$ cat src/rtl/radix_converter_seq.sv
// Sequential binary-to-radix converter (radix 2..16) built on one iterative
// restoring divider. Digits are packed one nibble each, LSD in the low nibble.
module radix_converter_seq #(
    parameter int unsigned WIDTH = 16,
    parameter int unsigned NDIG  = 6,
    parameter int unsigned CW    = $clog2(NDIG + 1)
) (
    input  logic                  clk,
    input  logic                  rst_n,
    input  logic                  start,
    input  logic [WIDTH-1:0]      din,
    input  logic [4:0]            radix,
    output logic                  busy,
    output logic                  done,
    output logic [4*NDIG-1:0]     digits,
    output logic [CW-1:0]         ndigits,
    output logic                  ovf,
    output logic                  err
);

    localparam int unsigned BW = (WIDTH > 1) ? $clog2(WIDTH) : 1;
    localparam int unsigned DW = 4 * NDIG;

    typedef enum logic [1:0] {
        S_IDLE  = 2'd0,
        S_DIV   = 2'd1,
        S_STORE = 2'd2,
        S_FIN   = 2'd3
    } state_t;

    state_t            state_q, state_d;
    logic [WIDTH-1:0]  quo_q, quo_d;
    logic [4:0]        rem_q, rem_d;
    logic [BW-1:0]     bit_q, bit_d;
    logic [4:0]        rad_q, rad_d;
    logic [DW-1:0]     digits_q, digits_d;
    logic [CW-1:0]     ndig_q, ndig_d;
    logic              ovf_q, ovf_d;
    logic              err_q, err_d;
    logic              busy_q, busy_d;
    logic              done_q, done_d;

    // Trial subtraction for one restoring-division step; 6 bits so the shifted
    // remainder can never wrap before the compare.
    logic [5:0]        trial_c;
    logic              ge_c;
    logic              radix_ok_c;

    assign trial_c    = {1'b0, rem_q[3:0], quo_q[WIDTH-1]};
    assign ge_c       = (trial_c >= {1'b0, rad_q});
    assign radix_ok_c = (radix >= 5'd2) && (radix <= 5'd16);

    // State and datapath registers.
    always_ff @(posedge clk or negedge rst_n) begin
        if (!rst_n) begin
            state_q  <= S_IDLE;
            quo_q    <= '0;
            rem_q    <= '0;
            bit_q    <= '0;
            rad_q    <= '0;
            digits_q <= '0;
            ndig_q   <= '0;
            ovf_q    <= 1'b0;
            err_q    <= 1'b0;
            busy_q   <= 1'b0;
            done_q   <= 1'b0;
        end else begin
            state_q  <= state_d;
            quo_q    <= quo_d;
            rem_q    <= rem_d;
            bit_q    <= bit_d;
            rad_q    <= rad_d;
            digits_q <= digits_d;
            ndig_q   <= ndig_d;
            ovf_q    <= ovf_d;
            err_q    <= err_d;
            busy_q   <= busy_d;
            done_q   <= done_d;
        end
    end

    // Next-state, divider step, digit store and registered status outputs.
    always_comb begin
        state_d  = state_q;
        quo_d    = quo_q;
        rem_d    = rem_q;
        bit_d    = bit_q;
        rad_d    = rad_q;
        digits_d = digits_q;
        ndig_d   = ndig_q;
        ovf_d    = ovf_q;
        err_d    = err_q;
        busy_d   = busy_q;
        done_d   = 1'b0;

        unique case (state_q)
            S_IDLE: begin
                if (start) begin
                    rad_d    = radix;
                    digits_d = '0;
                    ndig_d   = '0;
                    ovf_d    = 1'b0;
                    if (radix_ok_c) begin
                        err_d   = 1'b0;
                        quo_d   = din;
                        rem_d   = '0;
                        bit_d   = BW'(WIDTH - 1);
                        busy_d  = 1'b1;
                        state_d = S_DIV;
                    end else begin
                        // Bad radix: report immediately, no division.
                        err_d   = 1'b1;
                        busy_d  = 1'b0;
                        done_d  = 1'b1;
                        state_d = S_FIN;
                    end
                end
            end

            S_DIV: begin
                // Dividend bits shift out the top while quotient bits shift in.
                if (ge_c) begin
                    rem_d = 5'(trial_c - {1'b0, rad_q});
                    quo_d = {quo_q[WIDTH-2:0], 1'b1};
                end else begin
                    rem_d = trial_c[4:0];
                    quo_d = {quo_q[WIDTH-2:0], 1'b0};
                end
                if (bit_q == '0) begin
                    state_d = S_STORE;
                end else begin
                    bit_d = bit_q - BW'(1);
                end
            end

            S_STORE: begin
                for (int unsigned k = 0; k < NDIG; k++) begin
                    if (ndig_q == CW'(k)) begin
                        digits_d[4*k +: 4] = rem_q[3:0];
                    end
                end
                ndig_d = ndig_q + CW'(1);
                rem_d  = '0;
                bit_d  = BW'(WIDTH - 1);
                if (quo_q == '0) begin
                    busy_d  = 1'b0;
                    done_d  = 1'b1;
                    state_d = S_FIN;
                end else if (ndig_d == CW'(NDIG)) begin
                    ovf_d   = 1'b1;
                    busy_d  = 1'b0;
                    done_d  = 1'b1;
                    state_d = S_FIN;
                end else begin
                    state_d = S_DIV;
                end
            end

            S_FIN: begin
                state_d = S_IDLE;
            end

            default: begin
                state_d = S_IDLE;
                busy_d  = 1'b0;
            end
        endcase
    end

    assign busy    = busy_q;
    assign done    = done_q;
    assign digits  = digits_q;
    assign ndigits = ndig_q;
    assign ovf     = ovf_q;
    assign err     = err_q;

endmodule
$ cat config.mk
export PLATFORM = sky130hd
export DESIGN_NAME = radix_converter_seq
export DESIGN_NICKNAME = d
export VERILOG_FILES = /design/src/rtl/radix_converter_seq.sv
export SDC_FILE = /design/constraint.sdc
export NUM_CORES = 1
export LEC_CHECK = 0
export CAP_MARGIN = 0
export CORE_MARGIN = 10
export CORE_UTILIZATION = 48
export CTS_CLUSTER_SIZE = 20
export DETAILED_ROUTE_END_ITERATION = 16
export PLACE_DENSITY = 0.75
export SLEW_MARGIN = 20
export SYNTH_ARGS = -nofsm -noshare
export SYNTH_HDL_FRONTEND = slang
export SYNTH_SLANG_ARGS = --single-unit
$ cat constraint.sdc
create_clock -name clk -period 1.8 [get_ports clk]
set_input_delay 0.18 -clock clk [delete_from_list [all_inputs] [get_ports clk]]
set_output_delay 0.18 -clock clk [all_outputs]
set_load 0.005 [all_outputs]
# == Word-level counts from Yosys, hierarchy flattened ==
# Cells that the tools add are included.
# word_totals
ff_bits,62
inputBits,24
out_inout_bits,31
wordCells,108
# classes
n_addsub,3
magnitude_cmp,3
n_eq_ne,22
mux,42
reduce_logical,22
# op_table
cell,count
2-to-1 mux 4 bit,12
case mux 24 bit (2 select lines),1
2-to-1 mux 16 bit,2
case mux 16 bit (2 select lines),1
AND reduction 3 bit,9
2-to-1 mux 24 bit,1
!= test 2 bit (second input constant),12
case mux 4 bit (3 select lines),2
zero test 16 bit,1
2-to-1 mux 1 bit,12
2-to-1 mux 2 bit,5
== test 3 bit (second input constant),3
case mux 2 bit (4 select lines),1
AND reduction 4 bit,2
== test 3 x 2 -> 1 bit (second input constant),2
case mux 1 bit (2 select lines),3
case mux 3 bit (2 select lines),1
AND reduction 2 bit,3
greater-or-equal comparator 5 x 2 -> 1 bit (second input constant),1
greater-or-equal comparator 5 bit,1
less-or-equal comparator 5 bit (second input constant),1
== test 2 bit (second input constant),2
zero test 4 bit,1
nonzero test 2 bit,2
11 further kinds,11

# == Longest topological paths before layout ==
# depth
word_depth,5
ltp_mapped,7

# == Least setup slack after synthesis ==
# Ideal clock, no wire load.
# synth_path
path_kind,register to register
start,reg rem_q[0]
end,reg quo_q[0]
arrival_ns,1.601
slack_ns,0.075
stages_incl_launch_ff,6
path_buffers,0
cell_sequence,dfrtp_1 > ha_1 > and2_1 > a41oi_1 > a31oi_1 > mux2_2
# synth_between
elab_chain_len,3
# synth_rtl
element,line,text
start: declaration,33,"logic [4:0] rem_q, rem_d;"
start signal: assignment,70,rem_q <= rem_d;
greater-or-equal comparator 5 bit,50,"assign ge_c = (trial_c >= {1'b0, rad_q});"
2-to-1 mux 1 bit,122,if (ge_c) begin
case mux 16 bit (2 select lines),96,unique case (state_q)
end signal: assignment,69,quo_q <= quo_d;
end: declaration,32,"logic [WIDTH-1:0] quo_q, quo_d;"
# Every way passes these cells.
# A chain may end at the register's enable or synchronous reset.

# == Final worst setup path ==
# layout_path
start,reg rem_q[1]
end,reg rem_q[3]
# layout_between
elab_chain_len,3
elab_cells_between_ends,4
# layout_rtl
element,line
subtractor 4 bit / greater-or-equal comparator 5 bit (equally long branches),"123, 50"
2-to-1 mux 4 bit (*),122
case mux 4 bit (3 select lines) (*),96
# Mark *: on every way between the ends. The rest lies on a longest branch, timed or not.

==> flow_metrics.py <==
metrics = {
    "drt": {
        "antenna_left": 0,
        "drtIter0Drc": 189,
        "wl_per_cell_um": 15.6,
        "first_pass_iters": 6,
        "drc": 0,
        "num_vias": 2648,
        "vias_per_cell": 5.44,
        "drt-total-wl_um": 7580,
    },
    "power": {
        "leakage_nw": 1.95,
        "power_density_nw_per_um2": 1650,
        "ir_drop_uv": 1040,
    },
    "clock_network": {
        "insertion_delay_ns": 0.34,
        "postCtsSetupRepairBufs": 0,
        "clockBufferDepth": 2,
        "htree_levels": 3,
        "root_buffer": "clkbuf_8",
        "cts_tree": "yes",
        "cts_made_buffers": 9,
        "numClockSinks": 62,
        "clk_pin_slew_worst_paths_ns": 0.06,
    },
    "logic_synthesis": {
        "synth_cells": 331,
        "avgSynthCellArea_um2": 9.59,
        "yosys-top-cells-area": "dfrtp_1, nand2_1, ha_1",
        "synthesis.nets": 369,
        "synth_edf_count": 0,
        "synth_top_cell_by_area": "dfrtp_1",
        "ys_ff_latch": 62,
        "yosysMostFrequentCell": "nand2_1",
        "ys.flop_type": "dfrtp_1",
        "ys_seq_area_share_pct": 48.9,
        "synth.cell_area_um2": 3170,
        "synth_cell_types": 50,
        "yosys_warnings": 0,
        "ys_top_cells_by_count": "nand2_1, dfrtp_1, o21ai_0",
        "synth.top_cell.area_share_pct": 48.9,
        "async_reset_ff_share_pct": 100,
    },
    "floorplan": {
        "fp.dieArea_um2": 10300,
        "core_um2": 6390,
        "dieHeight_um": 101,
        "io_pins": 55,
        "dieWidth_um": 101,
        "start_util_pct": 49.7,
        "fp-row-count": 29,
    },
    "sta": {
        "fin_crit_ns": 1.73,
        "setup_violations": 0,
        "max_slew_margin_pct": 76.9,
        "skew_ns": 0.00609,
        "tns_ns": 0,
        "worst_pin_slew_ns": 0.346,
        "period_share_pct": 95.9,
        "maxSlewViolCount": 0,
        "fmax_ghz": 0.579,
        "hold_viol_final": 0,
        "rsz0062_at_grt": "yes",
    },
    "placed_design": {
        "dpl_cell_area_um2": 3930,
        "numPortBuffers": 54,
        "dp_hpwl_um": 5590,
        "gp_congestion": 0.823,
    },
    "cells_and_area": {
        "final_core_util_pct": 65.3,
        "final_cell_area_um2": 4170,
        "drive_gt1_share_pct": 15.6,
        "insertedDiodeCount": 0,
        "area_growth_pct": 31.5,
        "nNetsFinal": 444,
    },
    "run_status": {
        "status": "complete, no violations",
    },
    "global_route": {
        "grt_pass1_vias": 2625,
        "grt_pass1_wl_um": 12400,
        "grt-ovfl-total": 0,
        "track_usage_pct": 15.0,
        "grt_max_degree": 63,
        "antenna_found_initial": 0,
    },
    "setup_path": {
        "critPathCaptureType": "register",
        "crit_arrival_ns": 1.94,
        "critical_path_class": "reg -> reg",
        "critical_path_required_ns": 2.02,
        "cp-start-kind": "register",
        "path_max_fanout": 5,
    },
    "worst_hold_path": {
        "min_path_type": "in -> async",
    },
    "job": {
        "drv_cap": 0,
    },
}
## sequential cells by signal, indices dropped and copies added, names as in the netlist
name     flops
ovf          1
rad_q        5
ndigits      3
busy         1
rem_q        4
err          1
done         1
state_q      2
digits      24
bit_q        4
quo_q       16
## cell type report
| class | count | area (um2) |
|---|---|---|
| Clock buffer | 11 | 141 |
| Inverter | 14 | 52.6 |
| Timing Repair Buffer | 78 | 743 |
| Multi-Input combinational cell | 241 | 1540 |
| Clock inverter | 4 | 47.5 |
| Fill cell | 522 | 2210 |
| Tap cell | 77 | 96.3 |
| Sequential cell | 62 | 1550 |
## final timing paths
path                           from        end  slack [ns]  depth (start not counted)
min reg2reg                     ovf        ovf        0.47                          2
max reg2reg                rem_q[1]   rem_q[3]        0.07                          5
min in group clk           radix[3]   rad_q[3]        0.46                          3
max                        rem_q[1]   rem_q[3]        0.07                          5
max in group asynchronous     rst_n   quo_q[8]        1.14                          3
min                           rst_n  digits[6]        0.39                          3
## worst max-delay path, stage by stage, from the launching register on
cell and delay (ns):
dfrtp_1 0.38, ha_1 0.37, and2_1 0.21, a41o_1 0.30
o2111ai_2 0.22, o211ai_1 0.12
## cells in the final DEF (no fill, tap or decap), types with 4 or more instances in the layout
cell type	n
o21ai_0	24
buf_4	21
nor4_1	4
dfrtp_1	62
mux2_2	7
and3_1	5
clkbuf_8	10
nand2b_1	5
a32o_1	4
a21oi_1	4
inv_1	14
mux2_4	9
clkdlybuf4s50_1	53
nand3_1	15
nand2_1	93
ha_1	13
nor2_1	6
## cell families after synthesis
kind of cell	Yosys count	share of synthesized area, %
simple gates	149	21.6
flops	62	48.9
compound gates	57	11.8
buf+inv	29	3.94
mux	19	7.81
fa+ha+maj	14	5.76
xor+xnor	1	0.276
## metal layers
layer  vias up  routed length [um]  track usage, %
met2        86                3520            23.5
li1       1292                   -               -
met3        14                 600            5.92
met4         0                 142            5.68
met1      1256                3320            18.3
met5         -                   0               0
## where the power goes
| part | internal, mW | switching, mW | total, mW | leakage [nW] |
|---|---|---|---|---|
| combinational | 1.67 | 1.73 | 3.40 | 1.06 |
| sequential | 1.90 | 0.366 | 2.27 | 0.795 |
| clock | 0.665 | 0.533 | 1.20 | 0.0952 |
## timing repair
item,in CTS,in global routing
hold endpoints to repair,62,0
hold buffers,1,0
pin swaps,0,3
gates cloned,0,1
endpoints found under the setup margin,3,20
gates resized for setup,1,6
## stage by stage
step	std cells	hold slack (ns)	total power [mW]	setup WS, ns
after floorplan	331	-0.116	4.38	0.0745
after global placement	470	0.214	5.45	-0.148
after detailed placement	470	0.218	5.58	-0.177
after CTS	486	0.394	6.83	0.0668
after global routing	487	0.430	7.38	-0.000698
final	487	0.386	6.87	0.0743
Power figures use the tool's default switching activity.
